$ cat config.mk
export PLATFORM = sky130hd
export DESIGN_NAME = note_scheduler
export DESIGN_NICKNAME = d
export VERILOG_FILES = /design/src/rtl/note_scheduler.sv
export SDC_FILE = /design/constraint.sdc
export NUM_CORES = 1
export LEC_CHECK = 0
export CAP_MARGIN = 20
export CORE_ASPECT_RATIO = 1.4
export CORE_UTILIZATION = 40
export CTS_BUF_LIST = sky130_fd_sc_hd__clkbuf_16
export CTS_CLUSTER_SIZE = 25
export DETAILED_ROUTE_END_ITERATION = 7
export DONT_BUFFER_PORTS = 1
export PLACE_DENSITY = 0.55
export SETUP_SLACK_MARGIN = 0.1
export SYNTH_ARGS = -nofsm -noshare
export SYNTH_HDL_FRONTEND = slang
export SYNTH_SLANG_ARGS = --single-unit
$ cat constraint.sdc
create_clock -name clock -period 2.6 [get_ports clock]
set_input_delay 0.26 -clock clock [delete_from_list [all_inputs] [get_ports clock]]
set_output_delay 0.26 -clock clock [all_outputs]
set_load 0.01 [all_outputs]
$ cat src/rtl/note_scheduler.sv
// note_scheduler
//   Gameplay sequencer for the two-player dance game. Spawns one arrow prompt
//   per beat from an 8-bit LFSR, opens a hit window after each spawn, judges
//   both players' debounced pads against the prompt and keeps per-player
//   hit scores.
//
// Ports
//   clock        in   system clock
//   reset        in   synchronous, active-high; clears all state
//   game_active  in   1 = run, 0 = freeze (pause / not started)
//   a_in, b_in   in   [3:0] debounced pads, one-hot: [0] up [1] down [2] left [3] right
//   note_dir     out  [3:0] one-hot direction of the current prompt, 0 when none
//   note_valid   out  hit window open
//   note_idx     out  [7:0] prompts spawned so far
//   a_hit/a_miss/b_hit/b_miss  out  single-cycle judgement pulses
//   a_score, b_score           out  [SCORE_W-1:0] saturating hit counts
//   song_done    out  all prompts finished (held until reset)
//   state_dbg    out  [1:0] FSM state: 0 IDLE, 1 SPAWN, 2 WAIT, 3 DONE
module note_scheduler #(
  parameter int         BEAT_CYCLES   = 25_000_000,
  parameter int         WINDOW_CYCLES = 5_000_000,
  parameter int         NUM_NOTES     = 32,
  parameter logic [7:0] SEED          = 8'h01,
  parameter int         SCORE_W       = 16
) (
  input  logic               clock,
  input  logic               reset,
  input  logic               game_active,
  input  logic [3:0]         a_in,
  input  logic [3:0]         b_in,
  output logic [3:0]         note_dir,
  output logic               note_valid,
  output logic [7:0]         note_idx,
  output logic               a_hit,
  output logic               a_miss,
  output logic               b_hit,
  output logic               b_miss,
  output logic [SCORE_W-1:0] a_score,
  output logic [SCORE_W-1:0] b_score,
  output logic               song_done,
  output logic [1:0]         state_dbg
);

  localparam int CW = $clog2(BEAT_CYCLES + 1);
  localparam logic [CW-1:0]      WIN_END   = CW'(WINDOW_CYCLES);
  localparam logic [CW-1:0]      BEAT_END  = CW'(BEAT_CYCLES - 2);
  localparam logic [CW-1:0]      CNT_ONE   = CW'(1);
  localparam logic [7:0]         LAST_IDX  = 8'(NUM_NOTES);
  localparam logic [SCORE_W-1:0] SCORE_MAX = '1;
  localparam logic [SCORE_W-1:0] SCORE_ONE = SCORE_W'(1);

  typedef enum logic [1:0] {S_IDLE, S_SPAWN, S_WAIT, S_DONE} state_t;

  state_t             r_state, w_state_next;
  logic [7:0]         r_lfsr;
  logic [CW-1:0]      r_cnt;
  logic [3:0]         r_note_dir;
  logic               r_note_valid;
  logic [7:0]         r_note_idx;
  logic [3:0]         r_a_prev, r_b_prev;
  logic               r_a_judged, r_b_judged;
  logic               r_a_hit, r_a_miss, r_b_hit, r_b_miss;
  logic [SCORE_W-1:0] r_a_score, r_b_score;
  logic               r_song_done;

  logic [3:0] w_a_edge, w_b_edge;
  logic       w_run_spawn, w_run_wait, w_window_open, w_window_close, w_beat_end;
  logic       w_last_note, w_lfsr_fb;
  logic       w_a_judge, w_b_judge, w_a_close, w_b_close;

  // prev registers track the pads every cycle, even while frozen, so a press
  // made during a pause has already been consumed when play resumes.
  assign w_a_edge       = a_in & ~r_a_prev;
  assign w_b_edge       = b_in & ~r_b_prev;
  assign w_run_spawn    = (r_state == S_SPAWN) && game_active;
  assign w_run_wait     = (r_state == S_WAIT) && game_active;
  assign w_window_open  = r_cnt < WIN_END;
  assign w_window_close = r_cnt == WIN_END;
  assign w_beat_end     = r_cnt == BEAT_END;
  assign w_last_note    = r_note_idx == LAST_IDX;
  assign w_lfsr_fb      = r_lfsr[7] ^ r_lfsr[5] ^ r_lfsr[4] ^ r_lfsr[3];

  // A player is judged at most once per prompt: first edge inside the window,
  // or a forced miss on the cycle the window closes.
  assign w_a_judge = w_run_wait && w_window_open && !r_a_judged && (w_a_edge != 4'b0);
  assign w_b_judge = w_run_wait && w_window_open && !r_b_judged && (w_b_edge != 4'b0);
  assign w_a_close = w_run_wait && w_window_close && !r_a_judged;
  assign w_b_close = w_run_wait && w_window_close && !r_b_judged;

  always_comb begin
    w_state_next = r_state;
    case (r_state)
      S_IDLE:  if (game_active) w_state_next = S_SPAWN;
      S_SPAWN: if (game_active) w_state_next = S_WAIT;
      // SPAWN (1) + WAIT counts 0..BEAT-2 (BEAT-1) gives a BEAT-cycle period.
      S_WAIT:  if (game_active && w_beat_end) w_state_next = w_last_note ? S_DONE : S_SPAWN;
      S_DONE:  w_state_next = S_DONE;
      default: w_state_next = S_IDLE;
    endcase
  end

  always_ff @(posedge clock) begin
    if (reset) r_state <= S_IDLE;
    else       r_state <= w_state_next;
  end

  always_ff @(posedge clock) begin
    if (reset) begin
      r_lfsr       <= SEED;
      r_cnt        <= '0;
      r_note_dir   <= 4'b0;
      r_note_valid <= 1'b0;
      r_note_idx   <= 8'd0;
      r_a_prev     <= 4'b0;
      r_b_prev     <= 4'b0;
      r_a_judged   <= 1'b0;
      r_b_judged   <= 1'b0;
      r_a_hit      <= 1'b0;
      r_a_miss     <= 1'b0;
      r_b_hit      <= 1'b0;
      r_b_miss     <= 1'b0;
      r_a_score    <= '0;
      r_b_score    <= '0;
      r_song_done  <= 1'b0;
    end else begin
      r_a_prev <= a_in;
      r_b_prev <= b_in;
      r_a_hit  <= 1'b0;
      r_a_miss <= 1'b0;
      r_b_hit  <= 1'b0;
      r_b_miss <= 1'b0;

      if (w_run_spawn) begin
        r_note_dir   <= 4'b0001 << r_lfsr[1:0];
        r_lfsr       <= {r_lfsr[6:0], w_lfsr_fb};
        r_note_idx   <= r_note_idx + 8'd1;
        r_cnt        <= '0;
        r_note_valid <= (WIN_END != '0);
        r_a_judged   <= 1'b0;
        r_b_judged   <= 1'b0;
      end

      if (w_run_wait) begin
        r_cnt        <= r_cnt + CNT_ONE;
        // Registered view of "count < window" for the count about to be held.
        r_note_valid <= (r_cnt + CNT_ONE) < WIN_END;
        if (w_beat_end && w_last_note) begin
          r_note_dir   <= 4'b0;
          r_note_valid <= 1'b0;
          r_song_done  <= 1'b1;
        end

        if (w_a_judge) begin
          r_a_judged <= 1'b1;
          if (w_a_edge == r_note_dir) begin
            r_a_hit <= 1'b1;
            if (r_a_score != SCORE_MAX) r_a_score <= r_a_score + SCORE_ONE;
          end else begin
            r_a_miss <= 1'b1;
          end
        end else if (w_a_close) begin
          r_a_judged <= 1'b1;
          r_a_miss   <= 1'b1;
        end

        if (w_b_judge) begin
          r_b_judged <= 1'b1;
          if (w_b_edge == r_note_dir) begin
            r_b_hit <= 1'b1;
            if (r_b_score != SCORE_MAX) r_b_score <= r_b_score + SCORE_ONE;
          end else begin
            r_b_miss <= 1'b1;
          end
        end else if (w_b_close) begin
          r_b_judged <= 1'b1;
          r_b_miss   <= 1'b1;
        end
      end
    end
  end

  assign note_dir   = r_note_dir;
  assign note_valid = r_note_valid;
  assign note_idx   = r_note_idx;
  assign a_hit      = r_a_hit;
  assign a_miss     = r_a_miss;
  assign b_hit      = r_b_hit;
  assign b_miss     = r_b_miss;
  assign a_score    = r_a_score;
  assign b_score    = r_b_score;
  assign song_done  = r_song_done;
  assign state_dbg  = r_state;

endmodule

==> results.md <==
- Outcome: complete, no violations
- Num CTS Buffers: 9
- EDFF count, synth: 0
- Net Sw Frac: 22.8%
- CP Launch Type: register
- Static leakage: 0.00196 uW
- Mux cell area share after synthesis: 1.29%
- Crit path required time: 2.86 ns
- Post-synthesis sequential area ratio: 38.3%
- Via-to-Cell Ratio: 5.77
- Critical Path Sink Type: register
- Combinational share of power: 5.3%
- Design Area, Final: 5670 sq um
- Clk slew on worst S/H paths: 0.07 ns
- First DRT Iteration DRCs: 261
- Routability Congestion: 0.866
- Crit share post-route: 92.4%
- Worst VDD drop: 0.000259 V
- Starting Density: 41.6%
- P_int: 2270 uW
- Max Transition Viols Final: 0
- Maxcap violations: 0
- Clock Path Buffers: 2
- Antenna cells: 0
- Antenna Nets Post-Route: 0
- Crit path DAT: 2.67 ns
- Site Rows: 47
- Commonest non-fill, non-tap cell in the layout: dfxtp_1
- Core Area: 11900 sq um
- Asr flop ratio synth: 0%
- Hold Fails Final Rpt: 0
- Crit-path cells: nand2_1 -> or4_1 -> or3_4 -> nor3_4 -> xor2_1 -> a2111o_1 -> a31oi_1
- Num Clock Sinks: 95
- Worst Setup Path Type: reg2reg
- HPWL after detailed placement: 9050 um
- Fmax: 0.416 GHz
- Detailed Routing Iterations Pass 1: 4
- Sequential Power Share: 50.6%
- CP max-delay cell: or4_1
- Htree depth: 3
- Area Growth Syn to Fin: 14.4%
- DR DRC count: 0
- Initial antenna violation count: 0
- Die H: 134 um
- Wire length per cell: 16.3 um
- Clock Root Buffer: clkbuf_16
- YS warnings: 0
- Max_slew headroom: 64.3%
- Number of port buffers: 0
- Skew-Pair Late Insertion Delay: 0.34 ns
- Die width: 96.1 um
- Net Count, Synth: 648
- I/O Pins: 63
- Worst Hold Class: in2reg
- Average cell area after synthesis: 7.87 sq um
- Vias in the first global route: 4375
- Total power draw: 2940 uW
- Adder-Cell Fraction of Synth Area: 1.77%
- Setup total negative slack: 0 ns
- Compound-Gate Fraction of Synth Area: 16.1%
- Final net count: 662
- Total Routing Usage GR: 20.6%
- P per Cell Area: 518 nW/um^2
- Share of layout cells above drive strength 1: 13.4%
- Post-synth cell types: 62
- Post-synthesis simple-gate area fraction: 31.1%
- RSZ-0062 raised after global routing: yes
- Post-Syn Instances: 630
- Post-layout minimum cycle time: 2.40 ns
- Synth Flop Type: dfxtp_1
- Final setup viols: 0
- Dpl cell area: 5300 sq um
- Post-Syn Area: 4960 sq um
- CTS tree: yes
- Routed wire length: 12900 um
- Pin count of the biggest net entering global routing: 80
- Clock Skew: 0.00966 ns
- Worst slew pin tran: 0.522 ns
- Kind of cell adding the most delay to the critical path: simple AND/OR/NAND/NOR gates
- Synth Area in XOR/XNOR: 6.89%
- Most frequent cells in the layout: dfxtp_1 (92), nand2_1 (69), nor2_1 (65), a21oi_1 (50), buf_4 (42)
- Number of synthesized register bits: 95
- Clk pwr share: 44.1%
- Buf/Inv on CP: 0
- GR Overflow Total: 0
- First-pass GRT wire length: 20800 um
- Largest family of logic cells by synthesized area: simple AND/OR/NAND/NOR gates
- Sw power: 669 uW
- Total number of vias: 4586
- Max incr delay on CP: 0.57 ns
- Crit path max fanout: 7
- Full die area: 12900 sq um
## per-layer routing
| metal | track usage (%) | wire length (um) | vias to the layer above |
|---|---|---|---|
| met1 | 24.1 | 5380 | 2175 |
| met2 | 36.2 | 6580 | 115 |
| li1 | - | - | 2273 |
| met5 | 0 | 0 | - |
| met3 | 3.97 | 645 | 23 |
| met4 | 7.55 | 336 | 0 |
## metrics by stage
stage	worst slack (ns)	hold slack [ns]	cells	utilization, %
floorplan	0.102	0.388	630	-
global placement	0.136	0.337	776	44.4
detailed placement	0.104	0.340	776	44.4
CTS	0.130	0.0116	793	47.1
global route	0.0698	0.00250	795	47.5
finish	0.197	0.0141	795	47.5
## area by class of cell
cell class	instances	area, sq um
fillers	1207	6260
multi-input cells	482	2880
flip-flops and latches	95	1910
repair buffers	45	373
clock buffers	9	225
well taps	147	184
clock inverters	6	62.6
inverters	11	41.3
## sequential cells by signal, indices dropped and copies added (netlist names)
name / count
r_cnt: 25
a_score: 16
b_score: 16
note_idx: 8
r_lfsr: 8
note_dir: 4
r_a_prev: 4
r_b_prev: 4
state_dbg: 2
a_hit: 1
a_miss: 1
b_hit: 1
b_miss: 1
note_valid: 1
r_a_judged: 1
r_b_judged: 1
song_done: 1
## Yosys cell counts (all sizes together), types with 2 or more instances
cell,n,area share (%)
a31oi,5,0.63
a22oi,3,0.45
o21ai,31,3.1
o211ai,2,0.30
xor2,18,3.2
o31a,4,0.71
o41ai,2,0.35
mux2i,3,0.61
ha,7,1.8
clkbuf,35,2.7
inv,11,0.83
or4,9,1.4
a2111oi,2,0.73
and3,11,1.4
nor2,65,4.9
o31ai,4,0.61
and3b,2,0.35
a2111o,2,0.45
buf,8,1.0
nor3,29,3.0
nor2b,19,2.4
a311oi,5,0.88
or2,5,0.63
a211o,2,0.35
a21oi,53,5.3
mux2,3,0.68
nand2,69,5.2
dfxtp,95,38
xnor2,21,3.7
o21ba,2,0.40
nor4,11,1.4
nor3b,3,0.45
and4,3,0.53
nand2b,3,0.38
nand4,20,2.5
a41oi,2,0.35
or3,15,2.0
nand3,32,3.4
## power groups by stage
stage | clock, uW | combinational, uW | sequential, uW
2_1_floorplan | 0 | 102 | 1520
3_3_place_gp | 0 | 126 | 1520
3_5_place_dp | 0 | 128 | 1520
4_1_cts | 1340 | 155 | 1490
5_1_grt | 1390 | 173 | 1490
6_report | 1300 | 156 | 1490
## final timing paths
check | start | to | slack [ns] | cells past startpoint
max | r_cnt[14]$_SDFFE_PP0P_ | note_valid$_SDFFE_PP0P_ | 0.20 | 7
max reg2reg | r_cnt[14]$_SDFFE_PP0P_ | note_valid$_SDFFE_PP0P_ | 0.20 | 7
min | reset | b_hit$_SDFF_PP0_ | 0.01 | 1
min reg2reg | r_lfsr[6]$_SDFFE_PP0P_ | r_lfsr[7]$_SDFFE_PP0P_ | 0.45 | 2
## logic make-up after synthesis
family	count (synthesis)
AOI/OAI and AO/OA	127
buffers and inverters	54
DFF	95
and+or+nand+nor	302
adders and majority gates	7
muxes	6
xor gates and xnor gates	39
## repair_timing
item                       CTS  global route
gates cloned                 0             1
gates resized for setup      1            10
pin swaps                    0             6
setup endpoints to repair    1            12
hold endpoints to repair    79             0
setup buffers                0             1
hold buffers                 2             0
Power figures use the tool's default switching activity.
